--- src/rtl/cfg_bitstream_tx.sv ---
// Host-side serializer for the tile configuration chain: takes WORD_W-bit words
// over valid/ready and emits a start pulse followed by CFG_SIZE bits, LSB first.
module cfg_bitstream_tx #(
    parameter int CFG_SIZE    = 256,
    parameter int WORD_W      = 32,
    parameter int TAIL_CYCLES = 4
) (
    input  logic              clk,
    input  logic              crst,
    input  logic              go,
    input  logic              s_valid,
    output logic              s_ready,
    input  logic [WORD_W-1:0] s_data,
    output logic              cfg_in_start,
    output logic              cfg_bit_in,
    output logic              busy,
    output logic              done,
    output logic              underrun
);
    localparam int NWORDS = (CFG_SIZE + WORD_W - 1) / WORD_W;
    localparam int BW     = $clog2(CFG_SIZE + 1);
    localparam int WBW    = $clog2(WORD_W + 1);
    localparam int AW     = $clog2(NWORDS + 1);
    localparam int TW     = $clog2(TAIL_CYCLES + 2);

    localparam logic [BW-1:0]  LAST_BIT = BW'(CFG_SIZE - 1);
    localparam logic [WBW-1:0] WORD_END = WBW'(WORD_W - 1);
    localparam logic [AW-1:0]  ALL_WORDS = AW'(NWORDS);
    localparam logic [TW-1:0]  TAIL_END = TW'(TAIL_CYCLES - 1);

    typedef enum logic [2:0] {
        S_IDLE,
        S_WAIT,
        S_START,
        S_SHIFT,
        S_TAIL
    } state_t;

    state_t            state, state_n;
    logic [WORD_W-1:0] sr, sr_n;
    logic [WORD_W-1:0] hold, hold_n;
    logic              hv, hv_n;
    logic [BW-1:0]     bcnt, bcnt_n;
    logic [WBW-1:0]    wbit, wbit_n;
    logic [AW-1:0]     acnt, acnt_n;
    logic [TW-1:0]     tcnt, tcnt_n;
    logic              done_n, underrun_n;
    logic              accept;

    assign s_ready = (state == S_WAIT || state == S_START || state == S_SHIFT)
                     && !hv && (acnt != ALL_WORDS);
    assign accept  = s_valid && s_ready;

    always_comb begin
        state_n    = state;
        sr_n       = sr;
        hold_n     = hold;
        hv_n       = hv;
        bcnt_n     = bcnt;
        wbit_n     = wbit;
        acnt_n     = acnt;
        tcnt_n     = tcnt;
        done_n     = 1'b0;
        underrun_n = 1'b0;

        case (state)
            S_IDLE: begin
                if (go) begin
                    state_n = S_WAIT;
                    acnt_n  = '0;
                end
            end
            S_WAIT: begin
                if (hv) state_n = S_START;
            end
            S_START: begin
                sr_n    = hold;
                hv_n    = 1'b0;
                bcnt_n  = '0;
                wbit_n  = '0;
                state_n = S_SHIFT;
            end
            S_SHIFT: begin
                sr_n = sr >> 1;
                if (bcnt == LAST_BIT) begin
                    if (TAIL_CYCLES == 0) begin
                        state_n = S_IDLE;
                        done_n  = 1'b1;
                    end else begin
                        state_n = S_TAIL;
                        tcnt_n  = '0;
                    end
                end else begin
                    bcnt_n = bcnt + 1'b1;
                    // Word boundary: reload from hold on this edge for a gapless stream.
                    if (wbit == WORD_END) begin
                        if (hv) begin
                            sr_n   = hold;
                            hv_n   = 1'b0;
                            wbit_n = '0;
                        end else begin
                            state_n    = S_IDLE;
                            underrun_n = 1'b1;
                        end
                    end else begin
                        wbit_n = wbit + 1'b1;
                    end
                end
            end
            S_TAIL: begin
                if (tcnt == TAIL_END) begin
                    state_n = S_IDLE;
                    done_n  = 1'b1;
                end else begin
                    tcnt_n = tcnt + 1'b1;
                end
            end
            default: state_n = S_IDLE;
        endcase

        // Applied last so a same-edge accept wins over the hold->sr transfer clear.
        if (accept) begin
            hold_n = s_data;
            hv_n   = 1'b1;
            acnt_n = acnt + 1'b1;
        end
    end

    always_ff @(posedge clk) begin
        if (!crst) begin
            state        <= S_IDLE;
            sr           <= '0;
            hold         <= '0;
            hv           <= 1'b0;
            bcnt         <= '0;
            wbit         <= '0;
            acnt         <= '0;
            tcnt         <= '0;
            cfg_in_start <= 1'b0;
            cfg_bit_in   <= 1'b0;
            busy         <= 1'b0;
            done         <= 1'b0;
            underrun     <= 1'b0;
        end else begin
            state        <= state_n;
            sr           <= sr_n;
            hold         <= hold_n;
            hv           <= hv_n;
            bcnt         <= bcnt_n;
            wbit         <= wbit_n;
            acnt         <= acnt_n;
            tcnt         <= tcnt_n;
            cfg_in_start <= (state_n == S_START);
            cfg_bit_in   <= (state_n == S_SHIFT) && sr_n[0];
            busy         <= (state_n != S_IDLE);
            done         <= done_n;
            underrun     <= underrun_n;
        end
    end
endmodule
--- config.mk ---
export PLATFORM = sky130hd
export DESIGN_NAME = cfg_bitstream_tx
export DESIGN_NICKNAME = d
export VERILOG_FILES = /design/src/rtl/cfg_bitstream_tx.sv
export SDC_FILE = /design/constraint.sdc
export NUM_CORES = 1
export LEC_CHECK = 0
export ABC_AREA = 1
export BUFFER_PORTS_ARGS = -buffer_cell sky130_fd_sc_hd__buf_2
export CELL_PAD_IN_SITES_DETAIL_PLACEMENT = 1
export CELL_PAD_IN_SITES_GLOBAL_PLACEMENT = 2
export CORE_ASPECT_RATIO = 1.2
export CORE_MARGIN = 1
export CORE_UTILIZATION = 36
export DETAILED_ROUTE_END_ITERATION = 10
export PLACE_DENSITY = 0.93
export REMOVE_ABC_BUFFERS = 1
export SLEW_MARGIN = 20
export SYNTH_ARGS = -nofsm -noshare
export SYNTH_HDL_FRONTEND = slang
export SYNTH_SLANG_ARGS = --single-unit
export TNS_END_PERCENT = 100
--- constraint.sdc ---
create_clock -name clk -period 4.9 [get_ports clk]
set_clock_uncertainty 0.15 [all_clocks]
set_input_delay 0.735 -clock clk [delete_from_list [all_inputs] [get_ports clk]]
set_output_delay 0.735 -clock clk [all_outputs]
set_load 0.05 [all_outputs]
* Word level (Yosys, flattened, before mapping)
Cells that the tools add are included.
Word-level totals: register bits after elaboration 95, bits in latches 0, bits in writable memories 0, ROM bits 0, input port bits 36, output and inout bits 6, logic and storage cells 87, memories 0
Operators by class: $add $sub $neg 4, multipliers 0, divide/modulo/power cells 0, order comparisons 0, equal/unequal tests 16, shift-type cells 0, multiplexer cells 29, bitwise operators 3, reduce and logical (&&, ||, !) cells 21
Operators by type and width (number):
- 2-to-1 mux 32 bit | 3
- case mux 32 bit (2 select lines) | 1
- 2-to-1 mux 3 bit | 8
- 2-to-1 mux 6 bit | 3
- case mux 9 bit (2 select lines) | 1
- equality test 3 x 2 -> 1 bit (second input constant) | 5
- case mux 3 bit (5 select lines) | 1
- 2-to-1 mux 4 bit | 3
- case mux 6 bit (2 select lines) | 1
- adder 9 x 1 -> 9 bit (second input constant) | 1
- equality test 9 x 8 -> 1 bit (second input constant) | 1
- 2-to-1 mux 9 bit | 1
- AND reduction 3 bit | 3
- nonzero test 2 bit | 4
- adder 6 x 1 -> 6 bit (second input constant) | 1
- equality test 6 x 5 -> 1 bit (second input constant) | 1
- inequality test 3 bit (second input constant) | 2
- case mux 3 bit (2 select lines) | 1
- AND reduction 2 bit | 3
- nonzero test 3 bit | 2
- 2-to-1 mux 1 bit | 5
- adder 4 x 1 -> 4 bit (second input constant) | 1
- logical AND 1 bit | 4
- inequality test 2 bit (second input constant) | 2
- other kinds (12) | 15

* Depth between registers and ports, before layout
Gate-level depths: netlist of the first run.
word-level depth 8, gate-level depth with buffers 15, gate-level depth less buffers 15

* Worst setup path before layout of the first run
No wires, ideal clock.
kind reg2reg, start reg bcnt[0], end reg sr[25], library setup time 0.132 ns, arrival 1.955 ns, data required time 4.618 ns, path slack 2.662 ns, stages on the path, launching flop included 15, buffers on the path 1, clock period less this slack 2.238 ns, cells stage by stage dfxtp_1 -> ha_1 -> nand2_1 -> nor2_1 -> nand2_1 -> nor2_1 -> nand2_1 -> nor2_1 -> ha_1 -> inv_1 -> nand4_1 -> clkbuf_1 -> nand2_1 -> nand3_1 -> a21oi_1
On the way: longest elaborated chain between the ends 3
Ends and longest elaborated chain:
- start, declared | RTL line 43 | logic [BW-1:0] bcnt, bcnt_n;
- start signal, assigned | RTL line 149 | bcnt <= bcnt_n;
- equality test 9 x 8 -> 1 bit | RTL line 85 | if (bcnt == LAST_BIT) begin
- 2-to-1 mux 32 bit | RTL line 85
- case mux 32 bit (2 select lines) | RTL line 66 | case (state)
- end signal, assigned | RTL line 146 | sr <= sr_n;
- end, declared | RTL line 40 | logic [WORD_W-1:0] sr, sr_n;
No other way between the ends. A chain may end at the register's enable or synchronous reset.

* Worst setup path in the final report of the first run
start reg bcnt[0], end reg cfg_bit_in
On the way: longest elaborated chain between the ends 5
Ends and longest elaborated chain:
- equality test 9 x 8 -> 1 bit * | RTL line 85
- 2-to-1 mux 3 bit | RTL line 85
- case mux 3 bit (5 select lines) | RTL line 66
- equality test 3 x 2 -> 1 bit | RTL line 154 | cfg_bit_in <= (state_n == S_SHIFT) && sr_n[0];
- logical AND 1 bit * | RTL line 154
- end signal, assigned | RTL line 154
- end, declared | RTL line 15 | output logic cfg_bit_in,
Every way passes the cells marked *; elsewhere a longest branch is shown, timed or not.

==> impl_metrics.yaml, run 1 <==
finish:
  fin_area_um2: 5120
  area_growth_syn_to_layout_pct: 11.8
  nets: 708
  instances_no_fill: 830
  drive_gt1_share_pct: 12.3
  diodes: 0
cts:
  clkSinkCount: 95
  clkTransAtPathRegs_ns: 0.07
  hold_buffers: 0
  root_buffer: "clkbuf_16"
  cts_tree: "built"
  cts_buffers: 9
  clk_latency_ns: 0.35
  post-cts-setup-buffers: 0
  cts_resized: 0
  cts.path.max_buffers: 2
  htree_levels: 3
pwr:
  p_int_w: 0.00131
  p_comb_share_pct: 9.1
  power.leakage_nw: 2.03
  p_per_area_nw_per_um2: 341
  ir_worst_vdd_mv: 0.169
  p_sw_share_pct: 25.0
  pwr-share-seq_pct: 46.9
  p_sw_w: 0.000436
  clock_power_share_pct: 44.0
routing:
  via_count: 4253
  vias_per_cell: 5.12
  firstDrtPassIters: 4
  route.detailed.drc: 0
  ant_nets: 0
  routed_wl_um: 11600
  wl_per_cell_um: 14.0
  dr.first_iter.drc_count: 185
placement:
  dp_hpwl_um: 7480
  pre_cts_ws_ns: 1.80
  dpl_cell_area_um2: 4800
  dp.cells: 814
  gp_congestion: 0.757
  io_buffers: 41
global_routing:
  top_usage_layer: "met2"
  grt_max_degree: 67
  grt_pass1_wl_um: 20100
  grt-ovfl-total: 0
  grt_pass1_vias: 4375
  use_met3_pct: 2.23
  use_met1_pct: 22.3
  gr-usage-met2_pct: 33.6
  antenna_found_initial: 0
  grtUsageTotal_pct: 18.7
worst_setup_path:
  crit_top_cell: "nand2_1"
  cp_cell_sequence: "ha_1 -> nand2_1 -> nor2_1 -> nand2_1 -> nor2_1 -> nand2_1 -> nor2_1 -> ha_1 -> inv_1 -> nand4_1 -> buf_4 -> nand2_1 -> nand3_1 -> nand2_1 -> nand2_1 -> inv_1"
  critPathCaptureType: "flip-flop"
  criticalPathCategory: "flip-flop to flip-flop"
  cp.arrival_ns: 3.18
  max_stage_delay_ns: 0.40
  r2r_cells: 16
  crit_required_ns: 5.00
  start_kind: "flip-flop"
  path_max_fanout: 32
  worstReg2RegEnd: "cfg_bit_in"
  reg2reg_from: "bcnt[0]"
  cp_slowest_cell: "inv_1"
  r2r_slack_ns: 1.82
hold_path:
  hold_end: "tcnt[2]"
  hold_path.class: "flip-flop to flip-flop"
  min_from: "tcnt[2]"
  whs_path_depth: 2
yosys:
  synthTopCellsByArea: "dfxtp_1 (41%), a21oi_1 (11%), nand2_1 (7.9%)"
  synth_area_um2: 4580
  synth_top_area_cell: "dfxtp_1"
  yosys.cell_types.count: 37
  synth-seq-cells: 95
  yosysWarnings: 0
  postSynthCellCount: 645
  synth_top_area_share_pct: 41.5
  ys_seq_area_share_pct: 41.5
  syn_area_per_cell_um2: 7.11
floorplan:
  placeableCoreArea_um2: 12300
  die_x_um: 105
  rows: 44
  initial_core_util_pct: 37.3
  dieArea_um2: 13200
  die_h_um: 126
  io_pins: 42
timing:
  fin_hold_ws_ns: 0.312
  slew_headroom_pct: 36.4
  fmax_mhz: 325
  setup_tns_ns: 0
  tightest_slew_ns: 0.953
  hold_viol: 0
  rsz0062_at_grt: "false"
  setup_viol: 0
  fin_ws_ns: 1.82
  maxSlewViolCount: 0
  finalCritPeriodShare_pct: 62.9
  finalCriticalPeriod_ns: 3.08
flow_run:
  drv_cap: 0
outcome:
  run_status: "completed"
-- final cells by class --
cell class                      count  area (um^2)
Inverter                           91          343
Timing Repair Buffer               46          243
Clock inverter                      5         81.3
Clock buffer                       11          243
Multi-Input combinational cell    421         2110
Fill cell                        1589         7150
Tap cell                          161          201
Sequential cell                    95         1900
-- kinds of logic after synthesis --
| logic type | Yosys count | synth area share (%) |
|---|---|---|
| XOR/XNOR | 2 | 0.382 |
| flip-flops | 95 | 41.5 |
| buffers and inverters | 129 | 12.6 |
| AO/OA/AOI/OAI | 147 | 16.5 |
| adder cells (fa/ha/maj) | 8 | 2.18 |
| AND/OR/NAND/NOR | 264 | 26.9 |
-- registers in the layout, summed over array words and instances (netlist names) --
name and count:
cfg_bit_in 1, state 3, wbit 6, acnt 4
hold 32, tcnt 3, done 1, bcnt 9
busy 1, cfg_in_start 1, sr 32, hv 1
underrun 1
-- layer usage --
layer	wire [um]	share of wire, %
met5	0	0
met4	262	2.3
met2	5760	50
met1	5320	46
met3	291	2.5
-- power groups by stage --
stage          Clock [W]  Combinational [W]  Sequential (W)
2_1_floorplan          0          0.0000928        0.000842
3_3_place_gp           0           0.000156        0.000835
3_5_place_dp           0           0.000161        0.000837
4_1_cts         0.000790           0.000162        0.000819
5_1_grt         0.000817           0.000181        0.000822
6_report        0.000768           0.000160        0.000819
-- cells in the final DEF, fill, tap and decap left out, drive strengths merged --
| cell | n |
|---|---|
| a211oi | 1 |
| a21oi | 104 |
| a31oi | 1 |
| and2 | 1 |
| and3 | 1 |
| buf | 46 |
| bufinv | 2 |
| clkbuf | 11 |
| clkinv | 4 |
| clkinvlp | 1 |
| dfxtp | 95 |
| ha | 8 |
| inv | 89 |
| nand2 | 100 |
| nand3 | 51 |
| nand3b | 1 |
| nand4 | 26 |
| nor2 | 77 |
| nor3 | 7 |
| o21ai | 40 |
| o32ai | 1 |
| xnor2 | 1 |
| xor2 | 1 |
-- stage by stage --
stage	power [W]	util, %
after global placement	0.000991	39.1
after global routing	0.00182	41.7
after CTS	0.00177	41.7
after floorplan	0.000935	-
after detailed placement	0.000998	39.1
final	0.00175	41.7
-- cell usage after synthesis (all sizes together) --
master	n
dfxtp	95
o21ai	40
and2	1
nand4	26
o32ai	1
xnor2	1
a31oi	1
clkinv	2
a211oi	1
nand2	100
nor2	77
xor2	1
nand3	51
ha	8
nand3b	1
a21oi	104
nor3	7
clkbuf	18
buf	20
and3	1
inv	89
-- critical path, delay by kind of cell (launching register included) --
kind          cells  cell delay (ns)
simple gates     11             1.26
buf+inv           3             0.79
fa+ha+maj         2             0.40
flops             1             0.38
-- worst max-delay path by stage --
| stage | slack, ns | from | to |
|---|---|---|---|
| after floorplan | 1.94 | bcnt[0] | sr[12] |
| after global placement | 1.90 | bcnt[0] | cfg_bit_in |
| after detailed placement | 1.80 | crst | bcnt[8] |
| after CTS | 1.81 | bcnt[0] | cfg_bit_in |
| after global routing | 1.49 | bcnt[0] | cfg_bit_in |
| final | 1.82 | bcnt[0] | cfg_bit_in |
No activity file was read; power rests on OpenSTA's default activity.
==> inputs of run 2 (changes only) <==
--- a/config.mk
+++ b/config.mk
@@ -5,7 +5,7 @@
 export SDC_FILE = /design/constraint.sdc
 export NUM_CORES = 1
 export LEC_CHECK = 0
-export ABC_AREA = 1
+export ABC_AREA = 0
 export BUFFER_PORTS_ARGS = -buffer_cell sky130_fd_sc_hd__buf_2
 export CELL_PAD_IN_SITES_DETAIL_PLACEMENT = 1
 export CELL_PAD_IN_SITES_GLOBAL_PLACEMENT = 2
@@ -13,7 +13,7 @@
 export CORE_MARGIN = 1
 export CORE_UTILIZATION = 36
 export DETAILED_ROUTE_END_ITERATION = 10
-export PLACE_DENSITY = 0.93
+export PLACE_DENSITY = 0.88
 export REMOVE_ABC_BUFFERS = 1
 export SLEW_MARGIN = 20
 export SYNTH_ARGS = -nofsm -noshare
==> constraint.sdc (replaced) <==
create_clock -name clk -period 2.95 [get_ports clk]
set_clock_uncertainty 0.15 [all_clocks]
set_input_delay 0.4425 -clock clk [delete_from_list [all_inputs] [get_ports clk]]
set_output_delay 0.4425 -clock clk [all_outputs]
set_load 0.05 [all_outputs]
==> impl_metrics.yaml, run 2 <==
outcome:
  run_status: "completed"
yosys:
  synthTopCellsByCount: "dfxtp_1 (95), nand2_1 (81), a21oi_1 (78), o21ai_0 (41), mux2i_1 (32)"
  synth_area_um2: 4140
  synth_simple_gate_area_share_pct: 18.8
  yosys.cell_types.count: 55
  muxShareOfSynthArea_pct: 7.74
  synth-seq-cells: 95
  synth_top_area_cell: "dfxtp_1"
  synth_top_family_by_area: "compound AO/OA/AOI/OAI gates"
  synth-xor-area-share_pct: 0
  ys_seq_area_share_pct: 45.9
  synth_edf_count: 0
  synth_compound_area_share_pct: 19.3
  synthTopCellsByArea: "dfxtp_1 (46%), a21oi_1 (9.4%), mux2i_1 (7.7%)"
  synth-main-ff-cell: "dfxtp_1"
  yosysWarnings: 0
  synth_top_area_share_pct: 45.9
  postSynthCellCount: 477
  ys_async_sr_fraction_pct: 0
  yosysMostFrequentCell: "dfxtp_1"
  synthAdderAreaFrac_pct: 2.42
  syn_area_per_cell_um2: 8.68
worst_setup_path:
  start_kind: "flip-flop"
  criticalPathCategory: "flip-flop to flip-flop"
  cp.arrival_ns: 2.64
  crit_required_ns: 3.04
  worstSetupStartpoint: "bcnt[0]"
  path_max_fanout: 6
  reg2reg_from: "bcnt[0]"
  critPathCaptureType: "flip-flop"
pwr:
  p_sw_w: 0.000682
  power_w: 0.00285
  pwr-share-seq_pct: 47.5
  p_comb_share_pct: 8.5
  clock_power_share_pct: 44.0
  p_sw_share_pct: 23.9
  p_int_w: 0.00217
  power.leakage_nw: 1.78
  ir_worst_vdd_mv: 0.364
  p_per_area_nw_per_um2: 600
routing:
  wl_per_cell_um: 14.5
  via_count: 3429
  vias_per_cell: 5.21
  routed_wl_um: 9550
  dr.first_iter.drc_count: 87
  ant_nets: 0
  route.detailed.drc: 0
  firstDrtPassIters: 4
timing:
  hold_viol: 0
  tightest_slew_ns: 0.576
  maxSlewViolCount: 0
  finalCriticalPeriod_ns: 2.55
  rsz0062_at_grt: "false"
  fmax_mhz: 392
  slew_headroom_pct: 61.4
  fin_ws_ns: 0.400
  finalCritPeriodShare_pct: 86.4
  setup_viol: 0
cts:
  clk_latency_ns: 0.34
  clkSinkCount: 95
  clkTransAtPathRegs_ns: 0.07
  hold_buffers: 0
  root_buffer: "clkbuf_16"
  cts.path.max_buffers: 2
  cts_resized: 0
  cts_tree: "built"
  post-cts-setup-buffers: 0
  htree_levels: 3
  cts_buffers: 9
finish:
  top_regs: "hold x32, sr x32, bcnt x9"
  final_common_cell: "dfxtp_1"
  area_growth_syn_to_layout_pct: 14.6
  nets: 543
  diodes: 0
  drive_gt1_share_pct: 14.7
  final_cell_mix: "dfxtp_1 (95), nand2_1 (81), a21oi_1 (78), o21ai_0 (41), buf_2 (41)"
global_routing:
  grt_pass1_wl_um: 16400
  grt-ovfl-total: 0
  grt_max_degree: 48
  grt_pass1_vias: 3482
  grtUsageTotal_pct: 17.3
  antenna_found_initial: 0
hold_path:
  hold_path.class: "input pin to flip-flop"
  min_from: "s_data[13]"
floorplan:
  die_x_um: 99.9
  rows: 42
  placeableCoreArea_um2: 11100
  initial_core_util_pct: 37.3
  die_h_um: 119
  dieArea_um2: 11900
  io_pins: 42
placement:
  gp_congestion: 0.764
  io_buffers: 41
  dp_hpwl_um: 6450
  pre_cts_ws_ns: 0.387
flow_run:
  drv_cap: 0
==> run 2: changes by cell type after synthesis, moves of 15 or more <==
cell,previous run,this run
a21oi_1,103,78
nand2_1,96,81
nor2_1,72,13
mux2i_1,0,32
inv_1,87,7
nand3_1,49,11
nand4_1,25,0
==> run 2: cells by family (layout without fill, tap and decap cells) <==
logic type,count (synthesis),in the layout
adder cells (fa/ha/maj),8,8
AO/OA/AOI/OAI,145,145
AND/OR/NAND/NOR,151,151
buffers and inverters,46,73
multiplexers,32,32
flip-flops,95,95
==> run 2: final timing paths <==
check	slack [ns]	endpoint	cells after the start
min	0.18	hold[13]	3
max	0.40	cfg_bit_in	8
min reg2reg	0.30	hold[3]	2
max reg2reg	0.40	cfg_bit_in	8
==> run 2: cell type report <==
| cell class | count | area (um^2) |
|---|---|---|
| sequential | 95 | 1900 |
| clock inverter | 6 | 93.8 |
| fill | 1301 | 6340 |
| inverter | 8 | 30.0 |
| multi-input combinational | 336 | 2020 |
| tap | 154 | 193 |
| clock buffer | 10 | 229 |
| timing repair buffer | 49 | 278 |
==> run 2: metal layers <==
| metal | vias to the layer above | global-route usage [%] | share of wire, % |
|---|---|---|---|
| li1 | 1731 | - | - |
| met1 | 1646 | 20.4 | 44 |
| met2 | 40 | 30.9 | 52 |
| met3 | 12 | 2.82 | 2.1 |
| met4 | 0 | 6.89 | 1.7 |
| met5 | - | 0 | 0 |
==> run 2: power by group through the flow <==
stage | clock (W) | sequential (W) | combinational, W
after floorplan | 0 | 0.00138 | 0.000147
after global placement | 0 | 0.00138 | 0.000238
after detailed placement | 0 | 0.00138 | 0.000245
after CTS | 0.00129 | 0.00135 | 0.000246
after global routing | 0.00135 | 0.00136 | 0.000269
final | 0.00125 | 0.00135 | 0.000241
==> run 2: metrics by stage <==
| step | setup TNS [ns] | util [%] | hold WS (ns) | cells | area [um^2] |
|---|---|---|---|---|---|
| floorplan | -53.70 | - | 0.281 | 439 | 3930 |
| global route | 0 | 42.8 | 0.180 | 658 | 4740 |
| finish | 0 | 42.8 | 0.180 | 658 | 4740 |
| CTS | 0 | 42.8 | 0.167 | 658 | 4740 |
| detailed placement | 0 | 39.9 | 0.300 | 642 | 4420 |
| global placement | 0 | 39.9 | 0.292 | 642 | 4420 |
==> run 2: worst max-delay path, cell delays in order (launching register included) <==
cell       delay, ns
dfxtp_1         0.41
ha_1            0.22
nand3_1         0.09
nor3_1          0.25
ha_1            0.30
nand4bb_1       0.24
o21a_1          0.35
o211ai_1        0.19
and4_1          0.24
